==> src/rtl/unified_mem_arbiter_if.sv <==
// Memory-side handshake bundle for unified_mem_arbiter.
//   master : arbiter side  (drives m_valid/m_we/m_addr/m_wdata, samples m_rdata/m_ready)
//   slave  : memory side   (samples the request, drives m_rdata/m_ready)
// Signals:
//   m_valid  request valid          m_we    write enable
//   m_addr   address (AW)           m_wdata write data (DW)
//   m_rdata  read data (DW), valid when m_ready=1
//   m_ready  memory accepts/completes the access this cycle
interface unified_mem_arbiter_if #(
   parameter int AW = 32,
   parameter int DW = 32
);
   logic          m_valid;
   logic          m_we;
   logic [AW-1:0] m_addr;
   logic [DW-1:0] m_wdata;
   logic [DW-1:0] m_rdata;
   logic          m_ready;

   modport master (
      output m_valid, m_we, m_addr, m_wdata,
      input  m_rdata, m_ready
   );

   modport slave (
      input  m_valid, m_we, m_addr, m_wdata,
      output m_rdata, m_ready
   );
endinterface

==> src/rtl/unified_mem_arbiter.sv <==
// Arbiter for the single-port unified instruction/data memory shared by the
// IF and MEM stages. MEM has fixed priority (older instruction). One access
// at a time: grant -> wait for m_ready (bounded by TIMEOUT) -> one RESP cycle
// carrying registered done / bus_err pulses -> back to IDLE.
// Ports:
//   clk, reset           rising-edge clock, synchronous active-low reset
//   if_req/if_addr       instruction fetch request; if_rdata/if_done result
//   mem_req/mem_we/...   data load/store request; mem_rdata/mem_done result
//   bus_err              pulse with the done pulse when the access timed out
//   pipe_stall           combinational pipeline hold
//   mbus                 memory handshake (master side)
module unified_mem_arbiter #(
   parameter int AW      = 32,
   parameter int DW      = 32,
   parameter int TIMEOUT = 15,
   parameter int TW      = 4
) (
   input  logic          clk,
   input  logic          reset,
   input  logic          if_req,
   input  logic [AW-1:0] if_addr,
   output logic [DW-1:0] if_rdata,
   output logic          if_done,
   input  logic          mem_req,
   input  logic          mem_we,
   input  logic [AW-1:0] mem_addr,
   input  logic [DW-1:0] mem_wdata,
   output logic [DW-1:0] mem_rdata,
   output logic          mem_done,
   output logic          bus_err,
   output logic          pipe_stall,
   unified_mem_arbiter_if.master mbus
);

   typedef enum logic [1:0] {IDLE, DATA, INST, RESP} state_t;

   state_t        state, state_nxt;
   logic [TW-1:0] cnt;
   logic          in_access;
   logic          timed_out;
   logic          finish;

   // State register
   always_ff @(posedge clk) begin
      if (!reset) state <= IDLE;
      else        state <= state_nxt;
   end

   // Next-state logic
   always_comb begin
      state_nxt = state;
      case (state)
         IDLE: begin
            if (mem_req)     state_nxt = DATA;
            else if (if_req) state_nxt = INST;
         end
         DATA, INST: if (finish) state_nxt = RESP;
         RESP:       state_nxt = IDLE;
         default:    state_nxt = IDLE;
      endcase
   end

   // Output decode: an access ends on m_ready or when the wait budget runs out
   always_comb begin
      in_access  = (state == DATA) || (state == INST);
      timed_out  = in_access && !mbus.m_ready && (cnt == TW'(TIMEOUT - 1));
      finish     = in_access && (mbus.m_ready || timed_out);
      pipe_stall = (if_req & ~if_done) | (mem_req & ~mem_done);
   end

   // Registered bus request, result data and one-cycle pulses
   always_ff @(posedge clk) begin
      if (!reset) begin
         cnt          <= '0;
         mbus.m_valid <= 1'b0;
         mbus.m_we    <= 1'b0;
         mbus.m_addr  <= '0;
         mbus.m_wdata <= '0;
         if_rdata     <= '0;
         mem_rdata    <= '0;
         if_done      <= 1'b0;
         mem_done     <= 1'b0;
         bus_err      <= 1'b0;
      end else begin
         if_done  <= 1'b0;
         mem_done <= 1'b0;
         bus_err  <= 1'b0;
         case (state)
            IDLE: begin
               if (mem_req) begin
                  mbus.m_valid <= 1'b1;
                  mbus.m_we    <= mem_we;
                  mbus.m_addr  <= mem_addr;
                  mbus.m_wdata <= mem_wdata;
                  cnt          <= '0;
               end else if (if_req) begin
                  mbus.m_valid <= 1'b1;
                  mbus.m_we    <= 1'b0;
                  mbus.m_addr  <= if_addr;
                  mbus.m_wdata <= '0;
                  cnt          <= '0;
               end
            end
            DATA, INST: begin
               if (finish) begin
                  mbus.m_valid <= 1'b0;
                  bus_err      <= timed_out;
                  if (state == DATA) begin
                     mem_done <= 1'b1;
                     if (timed_out)      mem_rdata <= '0;
                     else if (!mbus.m_we) mem_rdata <= mbus.m_rdata;
                  end else begin
                     if_done  <= 1'b1;
                     if_rdata <= timed_out ? '0 : mbus.m_rdata;
                  end
               end else begin
                  cnt <= cnt + TW'(1);
               end
            end
            default: ;
         endcase
      end
   end

endmodule

==> src/flat_wrapper.sv <==
// flat-port wrapper written by rule: the top's interface ports become plain ports
module unified_mem_arbiter_flat 
#(
   parameter int AW      = 32,
   parameter int DW      = 32,
   parameter int TIMEOUT = 15,
   parameter int TW      = 4
)
  (clk, reset, if_req, if_addr, if_rdata, if_done, mem_req, mem_we, mem_addr, mem_wdata, mem_rdata, mem_done, bus_err, pipe_stall, mbus_m_valid, mbus_m_we, mbus_m_addr, mbus_m_wdata, mbus_m_rdata, mbus_m_ready);
  unified_mem_arbiter_if #(.AW(AW), .DW(DW)) mbus_i ();
  input  logic clk;
  input  logic reset;
  input  logic if_req;
  input  logic [AW-1:0] if_addr;
  output logic [DW-1:0] if_rdata;
  output logic if_done;
  input  logic mem_req;
  input  logic mem_we;
  input  logic [AW-1:0] mem_addr;
  input  logic [DW-1:0] mem_wdata;
  output logic [DW-1:0] mem_rdata;
  output logic mem_done;
  output logic bus_err;
  output logic pipe_stall;
  output wire logic [$bits(mbus_i.m_valid)-1:0] mbus_m_valid;
  output wire logic [$bits(mbus_i.m_we)-1:0] mbus_m_we;
  output wire logic [$bits(mbus_i.m_addr)-1:0] mbus_m_addr;
  output wire logic [$bits(mbus_i.m_wdata)-1:0] mbus_m_wdata;
  input wire logic [$bits(mbus_i.m_rdata)-1:0] mbus_m_rdata;
  input wire logic [$bits(mbus_i.m_ready)-1:0] mbus_m_ready;
  assign mbus_m_valid = mbus_i.m_valid;
  assign mbus_m_we = mbus_i.m_we;
  assign mbus_m_addr = mbus_i.m_addr;
  assign mbus_m_wdata = mbus_i.m_wdata;
  assign mbus_i.m_rdata = mbus_m_rdata;
  assign mbus_i.m_ready = mbus_m_ready;
  unified_mem_arbiter #(.AW(AW), .DW(DW), .TIMEOUT(TIMEOUT), .TW(TW)) u_core (.clk(clk), .reset(reset), .if_req(if_req), .if_addr(if_addr), .if_rdata(if_rdata), .if_done(if_done), .mem_req(mem_req), .mem_we(mem_we), .mem_addr(mem_addr), .mem_wdata(mem_wdata), .mem_rdata(mem_rdata), .mem_done(mem_done), .bus_err(bus_err), .pipe_stall(pipe_stall), .mbus(mbus_i));
endmodule
==> config.mk <==
export PLATFORM = sky130hd
export DESIGN_NAME = unified_mem_arbiter_flat
export DESIGN_NICKNAME = d
export VERILOG_FILES = /design/src/rtl/unified_mem_arbiter_if.sv /design/src/rtl/unified_mem_arbiter.sv /design/src/flat_wrapper.sv
export SDC_FILE = /design/constraint.sdc
export NUM_CORES = 1
export LEC_CHECK = 0
export CORE_MARGIN = 1
export CORE_UTILIZATION = 40
export DETAILED_ROUTE_END_ITERATION = 10
export PLACE_DENSITY = 0.86
export SYNTH_ARGS = -nofsm -noshare
export SYNTH_HDL_FRONTEND = slang
export SYNTH_SLANG_ARGS = --single-unit
==> constraint.sdc <==
create_clock -name clk -period 2.4 [get_ports clk]
set_clock_uncertainty 0.2 [all_clocks]
set_input_delay 0.72 -clock clk [delete_from_list [all_inputs] [get_ports clk]]
set_output_delay 0.72 -clock clk [all_outputs]
set_load 0.02 [all_outputs]
==> PnR_summary.wiki <==
{| class="wikitable"
! Metric !! Value
|-
| Outcome || completed
|-
| Row count || 41
|-
| Number of nets produced by synthesis || 714
|-
| Number of H-tree levels || 4
|-
| Highest ir drop seen on vdd || 525 µV
|-
| Post-Syn Instances || 574
|-
| Dominant combinational cell family by area after synthesis || compound AO/OA/AOI/OAI gates
|-
| Leading area contributor after synthesis || sky130_fd_sc_hd__dfxtp_1
|-
| Final Non-Filler Cells || 1011
|-
| Number of nets with antenna violations after routing || 0
|-
| Die height || 117 µm
|-
| Unrepaired setup endpoints after global routing || false
|-
| WL final || 15900 µm
|-
| Placed cell areas || 8250 µm²
|-
| Critical path launch point type || flop
|-
| Power Density || 1070 nW/µm²
|-
| Avg Synthesized Cell Area || 9.29 µm²
|-
| Fraction of synthesized area in multiplexers || 6.48%
|-
| Multi-input gate area in the final layout || 2300 µm²
|-
| Worst slew margin relative to its limit || 63.8%
|-
| Count of distinct cell types in the synthesized netlist || 36
|-
| Overall overflow remaining after global route || 0
|-
| Buffer levels on the longest clock path || 2
|-
| TritonCTS clock tree || done
|-
| Fraction of met2 tracks used by global routing || 39.0%
|-
| Fraction of the yosys area taken by sequential cells || 52.2%
|-
| Final RePlAce weighted congestion || 0.811
|-
| GRT met1 Usage || 26.9%
|-
| Number of max-slew violations in the final report || 0
|-
| Routing usage on met3 || 7.10%
|-
| Static power due to leakage || 3.36 nW
|-
| CP required || 1480 ps
|-
| Most used routing layer in global routing || met2
|-
| Die Footprint || 13800 µm²
|-
| Clock net sink count || 139
|-
| Post-synthesis share of cell area spent on full adders, half adders and majority gates || 1.41%
|-
| Synth area leaders || sky130_fd_sc_hd__dfxtp_1 (52%), sky130_fd_sc_hd__a22oi_1 (8.6%), sky130_fd_sc_hd__nor2_1 (7.5%)
|-
| Net switching power || 0.00318 W
|-
| Share of power burned in registers || 30.6%
|-
| Number of top-level design ports || 268
|-
| Pin count of the biggest net entering global routing || 54
|-
| Total non-filler cell area in the finished layout || 8940 µm²
|-
| Top delay family on crit path || buffers and inverters
|-
| Final hold slack || 248 ps
|-
| Fraction of layout instances using a drive strength above 1 || 7.75%
|-
| Master of the slowest instance on the critical path || sky130_fd_sc_hd__clkdlybuf4s50_1
|-
| Longest individual stage delay on the worst path || 630 ps
|-
| Portion of synthesized cell area occupied by the leading cell type || 52.2%
|-
| Hold Violations, Final || 0
|-
| Growth of design area from synthesis to finish || 67.8%
|-
| Area of the core || 12800 µm²
|-
| Slew at the pin closest to its max-slew limit || 542 ps
|-
| Via count of the routed design || 5285
|-
| Number of buffer and inverter instances along the worst setup path || 1
|-
| CP Cell Sequence || clkdlybuf4s50_1
|-
| Final worst path period need || 2320 ps
|-
| Global router's overall resource usage || 23.0%
|-
| Simple-gate area share of the yosys netlist || 15.9%
|-
| Clock share of power || 31.8%
|-
| Combinational share of power || 37.6%
|-
| Vias per std cell || 5.23
|-
| Count of synthesis-stage warnings from yosys || 0
|-
| Top flip-flop cell by instance count after synthesis || sky130_fd_sc_hd__dfxtp_1
|-
| DRC errors left || 0
|-
| Pre-Repair DR Iteration Count || 5
|-
| Xor-xnor portion of the synthesized cell area || 0%
|-
| Worst Setup End Kind || output port
|-
| TritonCTS Buffers || 17
|-
| Largest fanout on the critical path || 2
|-
| Die X || 117 µm
|-
| FF+latch count, synth || 139
|-
| Share of the clock period used by the worst path || 96.6%
|-
| Highest clock frequency the design can meet || 0.431 GHz
|-
| Average wire per cell in the routed design || 15.7 µm
|-
| Kind of path behind the tightest hold check || reg2reg
|-
| Number of setup violations in the final report || 0
|-
| Via count of the first global-routing pass || 5080
|-
| Share of the synthesized area in compound gates (AO/OA/AOI/OAI) || 19.2%
|-
| Start point of the critical path || u_core.mem_done$_SDFF_PN0_
|-
| Fill cell count || 982
|-
| Port-buffer cells || 267
|-
| Post-Synthesis Cell Area || 5330 µm²
|-
| Clock tree root buffer cell || sky130_fd_sc_hd__clkbuf_16
|-
| Launch point of the worst reg-to-reg path || u_core.state[0]$_SDFFE_PN0P_
|-
| Net switching fraction of the power || 33.3%
|-
| Total instance count after detailed placement || 980
|-
| Accumulated negative setup slack || 0 ps
|-
| Number of antenna diodes || 0
|-
| Final-stage net count || 967
|-
| Maxcap violations || 0
|-
| Sequential cell area in the final layout || 2780 µm²
|-
| Clk slew on worst S/H paths || 60 ps
|-
| Worst Min Path Start || u_core.if_rdata[18]$_SDFFE_PN0P_
|-
| Worst EP arrival || 1400 ps
|-
| Share of async-settable or async-resettable flops after synthesis || 0%
|-
| Count of flip-flops with a built-in enable after synthesis || 0
|-
| Type of the setup path with the least slack || reg2out
|-
| Wire length of the first global-routing pass || 25400 µm
|-
| Number of violations reported at the end of detailed-routing iteration 0 || 444
|-
| Initial antenna violation count || 0
|-
| Clock latency on the worst-skew pair || 410 ps
|-
| Internal cell power || 0.00636 W
|-
| HPWL after DPL || 11000 µm
|-
| Number of buffers inserted for hold repair after clock tree synthesis || 0
|-
| Initial cell density of the core || 41.6%
|-
| Power Total || 0.00953 W
|}
## per-stage QoR
stage / worst slack, ps / utilization [%]
after floorplan: 16.2 / -
after global placement: -525 / 64.3
after detailed placement: -562 / 64.3
after CTS: 4.47 / 69.7
after global routing: 39.6 / 69.7
final: 81.6 / 69.7
## Yosys cell counts (all sizes together) (4+ instances only)
| library cell | count |
|---|---|
| a21oi | 33 |
| mux2i | 33 |
| buf | 30 |
| clkbuf | 24 |
| a32oi | 4 |
| a211oi | 33 |
| ha | 6 |
| nor2 | 107 |
| a22oi | 61 |
| nand2 | 38 |
| nand4 | 32 |
| inv | 6 |
| dfxtp | 139 |
## cells in the final DEF (no fill, tap or decap), types with 2 or more instances in the layout
cell	instances
sky130_fd_sc_hd__nand4_1	32
sky130_fd_sc_hd__o21a_1	2
sky130_fd_sc_hd__a31oi_1	2
sky130_fd_sc_hd__a21oi_1	33
sky130_fd_sc_hd__dfxtp_1	139
sky130_fd_sc_hd__a22oi_1	61
sky130_fd_sc_hd__and2_1	2
sky130_fd_sc_hd__a32oi_1	4
sky130_fd_sc_hd__buf_12	8
sky130_fd_sc_hd__ha_1	6
sky130_fd_sc_hd__inv_1	5
sky130_fd_sc_hd__clkdlybuf4s50_1	263
sky130_fd_sc_hd__nor2_1	106
sky130_fd_sc_hd__a211oi_1	32
sky130_fd_sc_hd__nand2_1	38
sky130_fd_sc_hd__nand2b_1	2
sky130_fd_sc_hd__clkbuf_8	4
sky130_fd_sc_hd__buf_4	13
sky130_fd_sc_hd__nand3_1	3
sky130_fd_sc_hd__a311oi_1	3
sky130_fd_sc_hd__clkbuf_16	17
sky130_fd_sc_hd__mux2i_1	33
sky130_fd_sc_hd__bufinv_16	6
## worst register-to-register path: cells and delay by family, from the launching register on
family	cells	cell delay, ps
flops	1	360
compound gates	1	170
buf+inv	2	470
fa+ha+maj	1	380
simple gates	2	400
## layout make-up
type | count | share of cell area (%)
Clock inverter | 10 | 2.35
Multi-Input combinational cell | 375 | 25.7
Sequential cell | 139 | 31.1
Clock buffer | 21 | 5.37
Timing Repair Buffer | 288 | 32.7
Tap cell | 172 | 2.41
Inverter | 6 | 0.280
## per-layer routing
layer  share of wire [%]  wire [µm]  vias up
met1                  40       6400     2449
met5                   0          0        -
li1                    -          -     2575
met3                 8.4       1340       27
met4                 2.1        330        0
met2                  49       7820      234
## repair_timing
action,in CTS,in global routing
cloned,0,0
gates resized for setup,7,1
buffers inserted,0,0
endpoints found under the setup margin,1,1
## cells by family (layout without fill, tap and decap cells)
kind of cell             after synthesis  count (layout)
AO/OA/AOI/OAI                        144             144
adder cells (fa/ha/maj)                6               6
buffers and inverters                 60             325
flip-flops                           139             139
multiplexers                          34              34
AND/OR/NAND/NOR                      191             191
## path summary, 6_finish.rpt
path	to	slack (ps)	cells past startpoint
setup / recovery	mem_done	80	1
hold / removal	u_core.if_rdata[18]$_SDFFE_PN0P_	250	2
setup reg to reg	u_core.mem_rdata[10]$_SDFFE_PN0P_	380	6
hold reg to reg	u_core.if_rdata[18]$_SDFFE_PN0P_	250	2
## registers in the layout (all words and copies together), names as in the netlist, 2 cells and up
signal,flops
u_core.cnt,4
u_core.if_rdata,32
u_core.mbus.m_addr,32
u_core.mbus.m_wdata,32
u_core.mem_rdata,32
u_core.state,2
## power groups by stage
| stage | Sequential (W) | Combinational [W] | Clock [W] |
|---|---|---|---|
| final | 0.00292 | 0.00358 | 0.00303 |
| after detailed placement | 0.00297 | 0.00357 | 0 |
| after CTS | 0.00293 | 0.00360 | 0.00308 |
| after floorplan | 0.00341 | 0.00161 | 0 |
| after global placement | 0.00295 | 0.00354 | 0 |
| after global routing | 0.00297 | 0.00387 | 0.00319 |
Note: power is estimated with default switching activity, not from simulation.
